===== src/rtl/ps2_pkg.sv =====
// -----------------------------------------------------------------------------
// ps2_pkg
// Shared definitions for the PS/2 host-side logic.
// Contents:
//   - ps2_state_t : host transmitter state encoding
//   - PS2_*_FE    : falling-edge numbers within a host-to-device frame
//   - CMD_*/RESP_*: common keyboard command and response bytes
//   - odd_parity  : parity bit that makes a data byte plus parity odd
// -----------------------------------------------------------------------------
package ps2_pkg;

  typedef enum logic [2:0] {
    IDLE      = 3'd0,
    INHIBIT   = 3'd1,
    REQ       = 3'd2,
    SEND      = 3'd3,
    WAIT_IDLE = 3'd4
  } ps2_state_t;

  // Device clock falling edges in one host-to-device frame.
  localparam logic [3:0] PS2_FRAME_FE  = 4'd11;
  localparam logic [3:0] PS2_ACK_FE    = 4'd11;
  localparam logic [3:0] PS2_LAST_DATA = 4'd8;
  localparam logic [3:0] PS2_PARITY_FE = 4'd9;
  localparam logic [3:0] PS2_STOP_FE   = 4'd10;

  localparam logic [7:0] CMD_SET_LEDS  = 8'hED;
  localparam logic [7:0] CMD_RESET     = 8'hFF;
  localparam logic [7:0] RESP_ACK      = 8'hFA;

  // Odd parity: the returned bit makes the total count of ones odd.
  function automatic logic odd_parity(input logic [7:0] i_d);
    return ~^i_d;
  endfunction

endpackage


===== src/rtl/ps2_line_sync.sv =====
// -----------------------------------------------------------------------------
// ps2_line_sync
// Two-flop synchronizer plus registered falling-edge detector for one raw
// PS/2 line. Lines idle high, so all flops reset to the released level.
// Ports:
//   clk    in  system clock
//   rst_b  in  asynchronous active-low reset
//   i_line in  raw asynchronous line
//   o_sync out synchronized line level
//   o_fe   out one-cycle pulse, three clocks after the pin falls
// -----------------------------------------------------------------------------
module ps2_line_sync (
  input  logic clk,
  input  logic rst_b,
  input  logic i_line,
  output logic o_sync,
  output logic o_fe
);

  logic r_meta;
  logic r_sync;
  logic r_prev;
  logic r_fe;

  // Synchronizer chain and registered edge detect (prev=1, cur=0).
  always_ff @(posedge clk or negedge rst_b) begin
    if (!rst_b) begin
      r_meta <= 1'b1;
      r_sync <= 1'b1;
      r_prev <= 1'b1;
      r_fe   <= 1'b0;
    end else begin
      r_meta <= i_line;
      r_sync <= r_meta;
      r_prev <= r_sync;
      r_fe   <= r_prev & ~r_sync;
    end
  end

  assign o_sync = r_sync;
  assign o_fe   = r_fe;

endmodule


===== src/rtl/ps2_host_tx.sv =====
// -----------------------------------------------------------------------------
// ps2_host_tx
// Host-to-device PS/2 transmitter: inhibits the bus, issues a request-to-send,
// then shifts start/data/parity/stop out on device clock falling edges and
// samples the device ACK. Shares the open-drain pair with the receiver.
// Optional build macro: PS2_TX_TIMEOUT_EN enables the frame timeout/abort.
// Ports:
//   clk          in  system clock
//   rst_b        in  asynchronous active-low reset
//   tx_data[7:0] in  byte to send
//   tx_valid     in  send request, taken when tx_valid && tx_ready
//   tx_ready     out high only in IDLE
//   ps2_clk_in   in  raw PS/2 clock line
//   ps2_data_in  in  raw PS/2 data line
//   ps2_clk_oe   out 1 pulls the clock line low
//   ps2_data_oe  out 1 pulls the data line low
//   busy         out high from acceptance until back in IDLE
//   rx_inhibit   out copy of busy, tells the receiver to drop frames
//   done         out one-cycle pulse at frame end
//   ack_ok       out valid with done, 1 when the device acknowledged
//   err          out one-cycle pulse on NACK or timeout
// -----------------------------------------------------------------------------
module ps2_host_tx
  import ps2_pkg::*;
#(
  parameter int INHIBIT_CYCLES = 6000,
  parameter int REQ_CYCLES     = 50,
  parameter int TIMEOUT_CYCLES = 750000,
  parameter int CNT_SIZE       = 20
) (
  input  logic       clk,
  input  logic       rst_b,
  input  logic [7:0] tx_data,
  input  logic       tx_valid,
  output logic       tx_ready,
  input  logic       ps2_clk_in,
  input  logic       ps2_data_in,
  output logic       ps2_clk_oe,
  output logic       ps2_data_oe,
  output logic       busy,
  output logic       rx_inhibit,
  output logic       done,
  output logic       ack_ok,
  output logic       err
);

  localparam logic [CNT_SIZE-1:0] C_ONE      = CNT_SIZE'(1);
  localparam logic [CNT_SIZE-1:0] C_INH_LAST = CNT_SIZE'(INHIBIT_CYCLES - 1);
  localparam logic [CNT_SIZE-1:0] C_REQ_LAST = CNT_SIZE'(REQ_CYCLES - 1);
`ifdef PS2_TX_TIMEOUT_EN
  localparam logic [CNT_SIZE-1:0] C_TO_LAST  = CNT_SIZE'(TIMEOUT_CYCLES - 1);
`endif

  ps2_state_t          r_state;
  ps2_state_t          w_state_nxt;
  logic [CNT_SIZE-1:0] r_cnt;
  logic [CNT_SIZE-1:0] w_cnt_nxt;
  logic [3:0]          r_bit_cnt;
  logic [3:0]          w_bit_cnt_nxt;
  logic [3:0]          w_fe_num;
  logic [7:0]          r_shift;
  logic [7:0]          w_shift_nxt;
  logic                r_parity;
  logic                w_parity_nxt;
  logic                r_clk_oe;
  logic                w_clk_oe_nxt;
  logic                r_data_oe;
  logic                w_data_oe_nxt;
  logic                r_ack_ok;
  logic                w_ack_ok_nxt;
  logic                r_idle_seen;
  logic                w_idle_seen_nxt;
  logic                r_done;
  logic                w_done_nxt;
  logic                r_err;
  logic                w_err_nxt;

  logic                w_clk_sync;
  logic                w_clk_fe;
  logic                w_data_sync;
  // The transmitter only needs the level of the data line, not its edges.
  logic                w_unused_data_fe;

`ifdef PS2_TX_TIMEOUT_EN
  logic                w_in_frame;
  logic                w_timeout;
  assign w_in_frame = (r_state == SEND) || (r_state == WAIT_IDLE);
  assign w_timeout  = (r_cnt == C_TO_LAST);
`endif

  ps2_line_sync u_clk_sync (
    .clk    (clk),
    .rst_b  (rst_b),
    .i_line (ps2_clk_in),
    .o_sync (w_clk_sync),
    .o_fe   (w_clk_fe)
  );

  ps2_line_sync u_data_sync (
    .clk    (clk),
    .rst_b  (rst_b),
    .i_line (ps2_data_in),
    .o_sync (w_data_sync),
    .o_fe   (w_unused_data_fe)
  );

  // State register and all registered outputs.
  always_ff @(posedge clk or negedge rst_b) begin
    if (!rst_b) begin
      r_state     <= IDLE;
      r_cnt       <= '0;
      r_bit_cnt   <= 4'd0;
      r_shift     <= 8'h00;
      r_parity    <= 1'b0;
      r_clk_oe    <= 1'b0;
      r_data_oe   <= 1'b0;
      r_ack_ok    <= 1'b0;
      r_idle_seen <= 1'b0;
      r_done      <= 1'b0;
      r_err       <= 1'b0;
    end else begin
      r_state     <= w_state_nxt;
      r_cnt       <= w_cnt_nxt;
      r_bit_cnt   <= w_bit_cnt_nxt;
      r_shift     <= w_shift_nxt;
      r_parity    <= w_parity_nxt;
      r_clk_oe    <= w_clk_oe_nxt;
      r_data_oe   <= w_data_oe_nxt;
      r_ack_ok    <= w_ack_ok_nxt;
      r_idle_seen <= w_idle_seen_nxt;
      r_done      <= w_done_nxt;
      r_err       <= w_err_nxt;
    end
  end

  // Next-state and next-output decode.
  always_comb begin
    w_state_nxt     = r_state;
    w_cnt_nxt       = r_cnt;
    w_bit_cnt_nxt   = r_bit_cnt;
    w_shift_nxt     = r_shift;
    w_parity_nxt    = r_parity;
    w_clk_oe_nxt    = r_clk_oe;
    w_data_oe_nxt   = r_data_oe;
    w_ack_ok_nxt    = r_ack_ok;
    w_idle_seen_nxt = r_idle_seen;
    w_done_nxt      = 1'b0;
    w_err_nxt       = 1'b0;
    // Number of the falling edge being handled right now (1-based).
    w_fe_num        = r_bit_cnt + 4'd1;

    case (r_state)
      IDLE: begin
        w_clk_oe_nxt  = 1'b0;
        w_data_oe_nxt = 1'b0;
        w_cnt_nxt     = '0;
        if (tx_valid) begin
          w_state_nxt   = INHIBIT;
          w_shift_nxt   = tx_data;
          w_parity_nxt  = odd_parity(tx_data);
          w_bit_cnt_nxt = 4'd0;
          w_ack_ok_nxt  = 1'b0;
          w_clk_oe_nxt  = 1'b1;
        end else begin
          w_state_nxt = IDLE;
        end
      end

      INHIBIT: begin
        w_clk_oe_nxt  = 1'b1;
        w_data_oe_nxt = 1'b0;
        if (r_cnt == C_INH_LAST) begin
          // Pull data low (start bit) while clock is still held.
          w_state_nxt   = REQ;
          w_cnt_nxt     = '0;
          w_data_oe_nxt = 1'b1;
        end else begin
          w_cnt_nxt = r_cnt + C_ONE;
        end
      end

      REQ: begin
        w_data_oe_nxt = 1'b1;
        if (r_cnt == C_REQ_LAST) begin
          // Hand the clock over to the device.
          w_state_nxt   = SEND;
          w_clk_oe_nxt  = 1'b0;
          w_bit_cnt_nxt = 4'd0;
          w_cnt_nxt     = '0;
        end else begin
          w_clk_oe_nxt = 1'b1;
          w_cnt_nxt    = r_cnt + C_ONE;
        end
      end

      SEND: begin
        w_clk_oe_nxt = 1'b0;
        if (w_clk_fe) begin
          w_bit_cnt_nxt = w_fe_num;
          if (w_fe_num <= PS2_LAST_DATA) begin
            // LSB first: drive the inverse since oe=1 means line low.
            w_data_oe_nxt = ~r_shift[0];
            w_shift_nxt   = {1'b0, r_shift[7:1]};
          end else if (w_fe_num == PS2_PARITY_FE) begin
            w_data_oe_nxt = ~r_parity;
          end else if (w_fe_num == PS2_STOP_FE) begin
            w_data_oe_nxt = 1'b0;
          end else if (w_fe_num == PS2_ACK_FE) begin
            w_data_oe_nxt   = 1'b0;
            w_ack_ok_nxt    = ~w_data_sync;
            w_idle_seen_nxt = 1'b0;
            w_state_nxt     = WAIT_IDLE;
          end else begin
            w_data_oe_nxt = 1'b0;
            w_state_nxt   = WAIT_IDLE;
          end
        end else begin
          w_bit_cnt_nxt = r_bit_cnt;
        end
      end

      WAIT_IDLE: begin
        w_clk_oe_nxt  = 1'b0;
        w_data_oe_nxt = 1'b0;
        if (w_clk_sync && w_data_sync) begin
          if (r_idle_seen) begin
            w_done_nxt      = 1'b1;
            w_err_nxt       = ~r_ack_ok;
            w_idle_seen_nxt = 1'b0;
            w_state_nxt     = IDLE;
          end else begin
            w_idle_seen_nxt = 1'b1;
          end
        end else begin
          w_idle_seen_nxt = 1'b0;
        end
      end

      default: begin
        w_state_nxt   = IDLE;
        w_clk_oe_nxt  = 1'b0;
        w_data_oe_nxt = 1'b0;
        w_cnt_nxt     = '0;
      end
    endcase

`ifdef PS2_TX_TIMEOUT_EN
    // Frame watchdog; overrides any edge handled in the same cycle.
    if (w_in_frame) begin
      if (w_timeout) begin
        w_state_nxt     = IDLE;
        w_clk_oe_nxt    = 1'b0;
        w_data_oe_nxt   = 1'b0;
        w_done_nxt      = 1'b1;
        w_err_nxt       = 1'b1;
        w_ack_ok_nxt    = 1'b0;
        w_idle_seen_nxt = 1'b0;
        w_cnt_nxt       = '0;
      end else begin
        w_cnt_nxt = r_cnt + C_ONE;
      end
    end else begin
      // Outside the frame the state decode above owns the counter.
      w_cnt_nxt = w_cnt_nxt;
    end
`endif
  end

  assign ps2_clk_oe  = r_clk_oe;
  assign ps2_data_oe = r_data_oe;
  assign done        = r_done;
  assign err         = r_err;
  assign ack_ok      = r_ack_ok;
  assign tx_ready    = (r_state == IDLE);
  assign busy        = (r_state != IDLE);
  assign rx_inhibit  = busy;

endmodule


===== config.mk =====
export PLATFORM = sky130hd
export DESIGN_NAME = ps2_host_tx
export DESIGN_NICKNAME = d
export VERILOG_FILES = /design/src/rtl/ps2_pkg.sv /design/src/rtl/ps2_line_sync.sv /design/src/rtl/ps2_host_tx.sv
export SDC_FILE = /design/constraint.sdc
export NUM_CORES = 1
export LEC_CHECK = 0
export ABC_AREA = 1
export CORE_MARGIN = 2
export CORE_UTILIZATION = 45
export CTS_BUF_LIST = sky130_fd_sc_hd__clkbuf_8
export CTS_CLUSTER_DIAMETER = 80
export DETAILED_ROUTE_END_ITERATION = 8
export PLACE_DENSITY = 0.62
export SLEW_MARGIN = 25
export SYNTH_ARGS = -nofsm -noshare
export SYNTH_HDL_FRONTEND = slang
export SYNTH_SLANG_ARGS = --single-unit

===== constraint.sdc =====
create_clock -name clk -period 4.2 [get_ports clk]
set_clock_uncertainty 0.1 [all_clocks]
set_input_delay 0.63 -clock clk [delete_from_list [all_inputs] [get_ports clk]]
set_output_delay 0.63 -clock clk [all_outputs]
set_load 0.02 [all_outputs]

==> run metrics <==
status complete, no violations; worst rel slew slack 35.7%; worst reg2reg path depth 9; area leader, netlist dfrtp_1; post-CTS setup buffer count 0; Slew Viols, Final 0; WHS Endpoint u_data_sync.o_sync$_DFF_PN1_; final worst slack 1640 ps; first-pass GRT wire length 12.0 mm; sequential share of power 48.5%; worst min path class reg2reg; Clock power frac 47.7%; initial antenna violation count 0; WP buf/inv 2; endpoints failing hold 0; grt total ovfl 0; drt pass-1 iters 4; gp weighted congestion 0.877; Synth cell types 33; RSZ-0062 raised after global routing false; via-per-instance ratio 5.21; dpl hpwl 4.91 mm; worst skew pair latency 310 ps; Tmin final 2560 ps; Max Cap Viol 0; Clk pin slew, worst setup/hold paths 90 ps; FP Rows 29; Syn Area/Cell 7.30 sq um; FF-to-FF End ps2_data_oe$_DFFE_PN0N_; Die ar. 0.00718 sq mm; # DRC 0; vias in the first global route 2637; Total GRT Usage 20.5%; worst-path maximum fanout 6; sw frac 19.0%; logic gate share of total power 3.8%; Peak VDD IR 0.000171 V; root buffer cell clkbuf_8; Cell Pwr Density 289 mW/mm^2; startpoint types register; share of cells above drive strength 1 7.57%; Post-CTS Hold Buffers 0; mapped cell area 0.00293 sq mm; Area growth syn-to-layout 13.6%; Bufs on Longest Clock Path 2; DRT antenna net count 0; Psw 0.183 mW; CP max stage cell clkdlybuf4s50_1; WP data required 3470 ps; P_int 0.782 mW; fin nets 442; Setup CP Type reg2out; Final setup viols 0; syn_nets 422; PortBufs 20; Antenna diodes 0; largest net degree at the start of global routing 49; post-synthesis register bit count 48; Largest stage delay, worst path 610 ps; Tcrit/Tclk final 61.0%; # IOs 21; # clock sinks 48; Lkg Pwr 1.60 nW; pre-CTS WS 1960 ps; post_cts resized 0; share of flip-flops with an asynchronous set or reset 100%; sequential element share of the synthesized area 41.2%; CTS tree done; WL per Instance 13.4 um; Initial Util 46.5%; Die W 84.7 um; TritonCTS Buffers 5; CP Capture Type output pin; Cell Chain, Critical Path nor2_1 > nand2_1 > inv_1 > clkdlybuf4s50_1; CP Data Arrival Time 1830 ps; reg-to-reg setup timing slack 2080 ps; Initial DRC Count 105; Yosys top cell area share 36.7%; Die H 84.7 um; main flop type after synthesis dfrtp_1; htree depth 2; Post-synth EDFFs 0; YS warnings 0; hold path depth 0; actual slew at the worst max-slew pin 961 ps; Mapped Cells 402; Top delay family on crit path buffers and inverters; DR vias 2606; Total Wirelength 6.68 mm; RR Startpoint r_state[1]$_DFFE_PN0P_; hold_sp u_data_sync.r_meta$_DFF_PN1_; fmax 390 MHz; ranking of synthesized cells by area dfrtp_1 37%, nand2_1 14%, inv_1 6.8%; setup TNS 0 ps; core area 0.00631 sq mm
[cells in the mapped netlist (6+ instances only)]
| cell type | number |
|---|---|
| nand2_1 | 108 |
| xor2_1 | 6 |
| nor2_1 | 45 |
| ha_1 | 7 |
| nand4_1 | 11 |
| o21ai_0 | 29 |
| inv_1 | 53 |
| xnor2_1 | 7 |
| nand3_1 | 34 |
| nor3_1 | 9 |
| o211ai_1 | 7 |
| dfrtp_1 | 43 |
[stage by stage]
| stage | utilization (%) | area [sq um] | cells | hold WS [ps] | total power, mW |
|---|---|---|---|---|---|
| finish | 52.8 | 3330 | 500 | 261 | 0.965 |
| global route | 52.8 | 3330 | 500 | 272 | 0.998 |
| CTS | 52.8 | 3330 | 500 | 262 | 0.977 |
| detailed placement | 50.3 | 3180 | 492 | 248 | 0.515 |
| global placement | 50.3 | 3180 | 492 | 246 | 0.513 |
| floorplan | - | 2930 | 402 | 234 | 0.489 |
[sequential cells by signal, indices dropped and copies added (netlist names), 3 cells and up]
register   flops
r_cnt         20
r_shift        8
r_bit_cnt      4
r_state        3
[cell usage in the layout (no fill, tap or decap), types with 6 or more instances in the layout]
cell type and n:
o21ai_0 29, o211ai_1 7, xnor2_1 7, nor3_1 9, nand2_1 108, nand4_1 11
nor2_1 45, ha_1 7, dfrtp_1 43, xor2_1 6, clkdlybuf4s50_1 19, nand3_1 34
inv_1 53
[worst max path at each step]
stage / start / to / depth (start not counted)
6_report: r_state[0]$_DFFE_PN0P_ / tx_ready / 4
5_1_grt: r_state[0]$_DFFE_PN0P_ / tx_ready / 4
4_1_cts: r_state[0]$_DFFE_PN0P_ / tx_ready / 4
3_5_place_dp: r_state[0]$_DFFE_PN0P_ / tx_ready / 4
3_3_place_gp: r_state[0]$_DFFE_PN0P_ / tx_ready / 4
2_1_floorplan: r_state[0]$_DFFE_PN0P_ / tx_ready / 3
[cells by family (layout without fill, tap and decap cells)]
group,after synthesis,after routing,share of synthesized area (%)
and+or+nand+nor,220,220,32.5
buffers and inverters,63,84,9.13
AOI/OAI and AO/OA,51,51,10.4
DFF,48,48,41.2
xor gates and xnor gates,13,13,3.88
adders and majority gates,7,7,2.98
[power by group through the flow]
stage / registers, mW / clock network, mW / logic, mW
after global routing: 0.469 / 0.487 / 0.0419
after floorplan: 0.477 / 0 / 0.0126
after detailed placement: 0.477 / 0 / 0.0375
after global placement: 0.477 / 0 / 0.0364
after CTS: 0.468 / 0.471 / 0.0374
final: 0.468 / 0.461 / 0.0362
[final cells by class]
type / count / area, sq um
Timing Repair Buffer: 22 / 210
Clock inverter: 3 / 90.1
Fill cell: 644 / 2980
Multi-Input combinational cell: 291 / 1460
Sequential cell: 48 / 1210
Clock buffer: 5 / 68.8
Tap cell: 77 / 96.3
Inverter: 54 / 203
[layer usage]
layer	part of all wire (%)	routed length [um]	track usage (%)	vias up
li1	-	-	-	1333
met5	0	0	0	-
met3	3.1	205	3.24	12
met1	45	3010	24.5	1209
met4	2.0	131	7.22	0
met2	50	3330	37.2	52
Power figures use the tool's default switching activity.
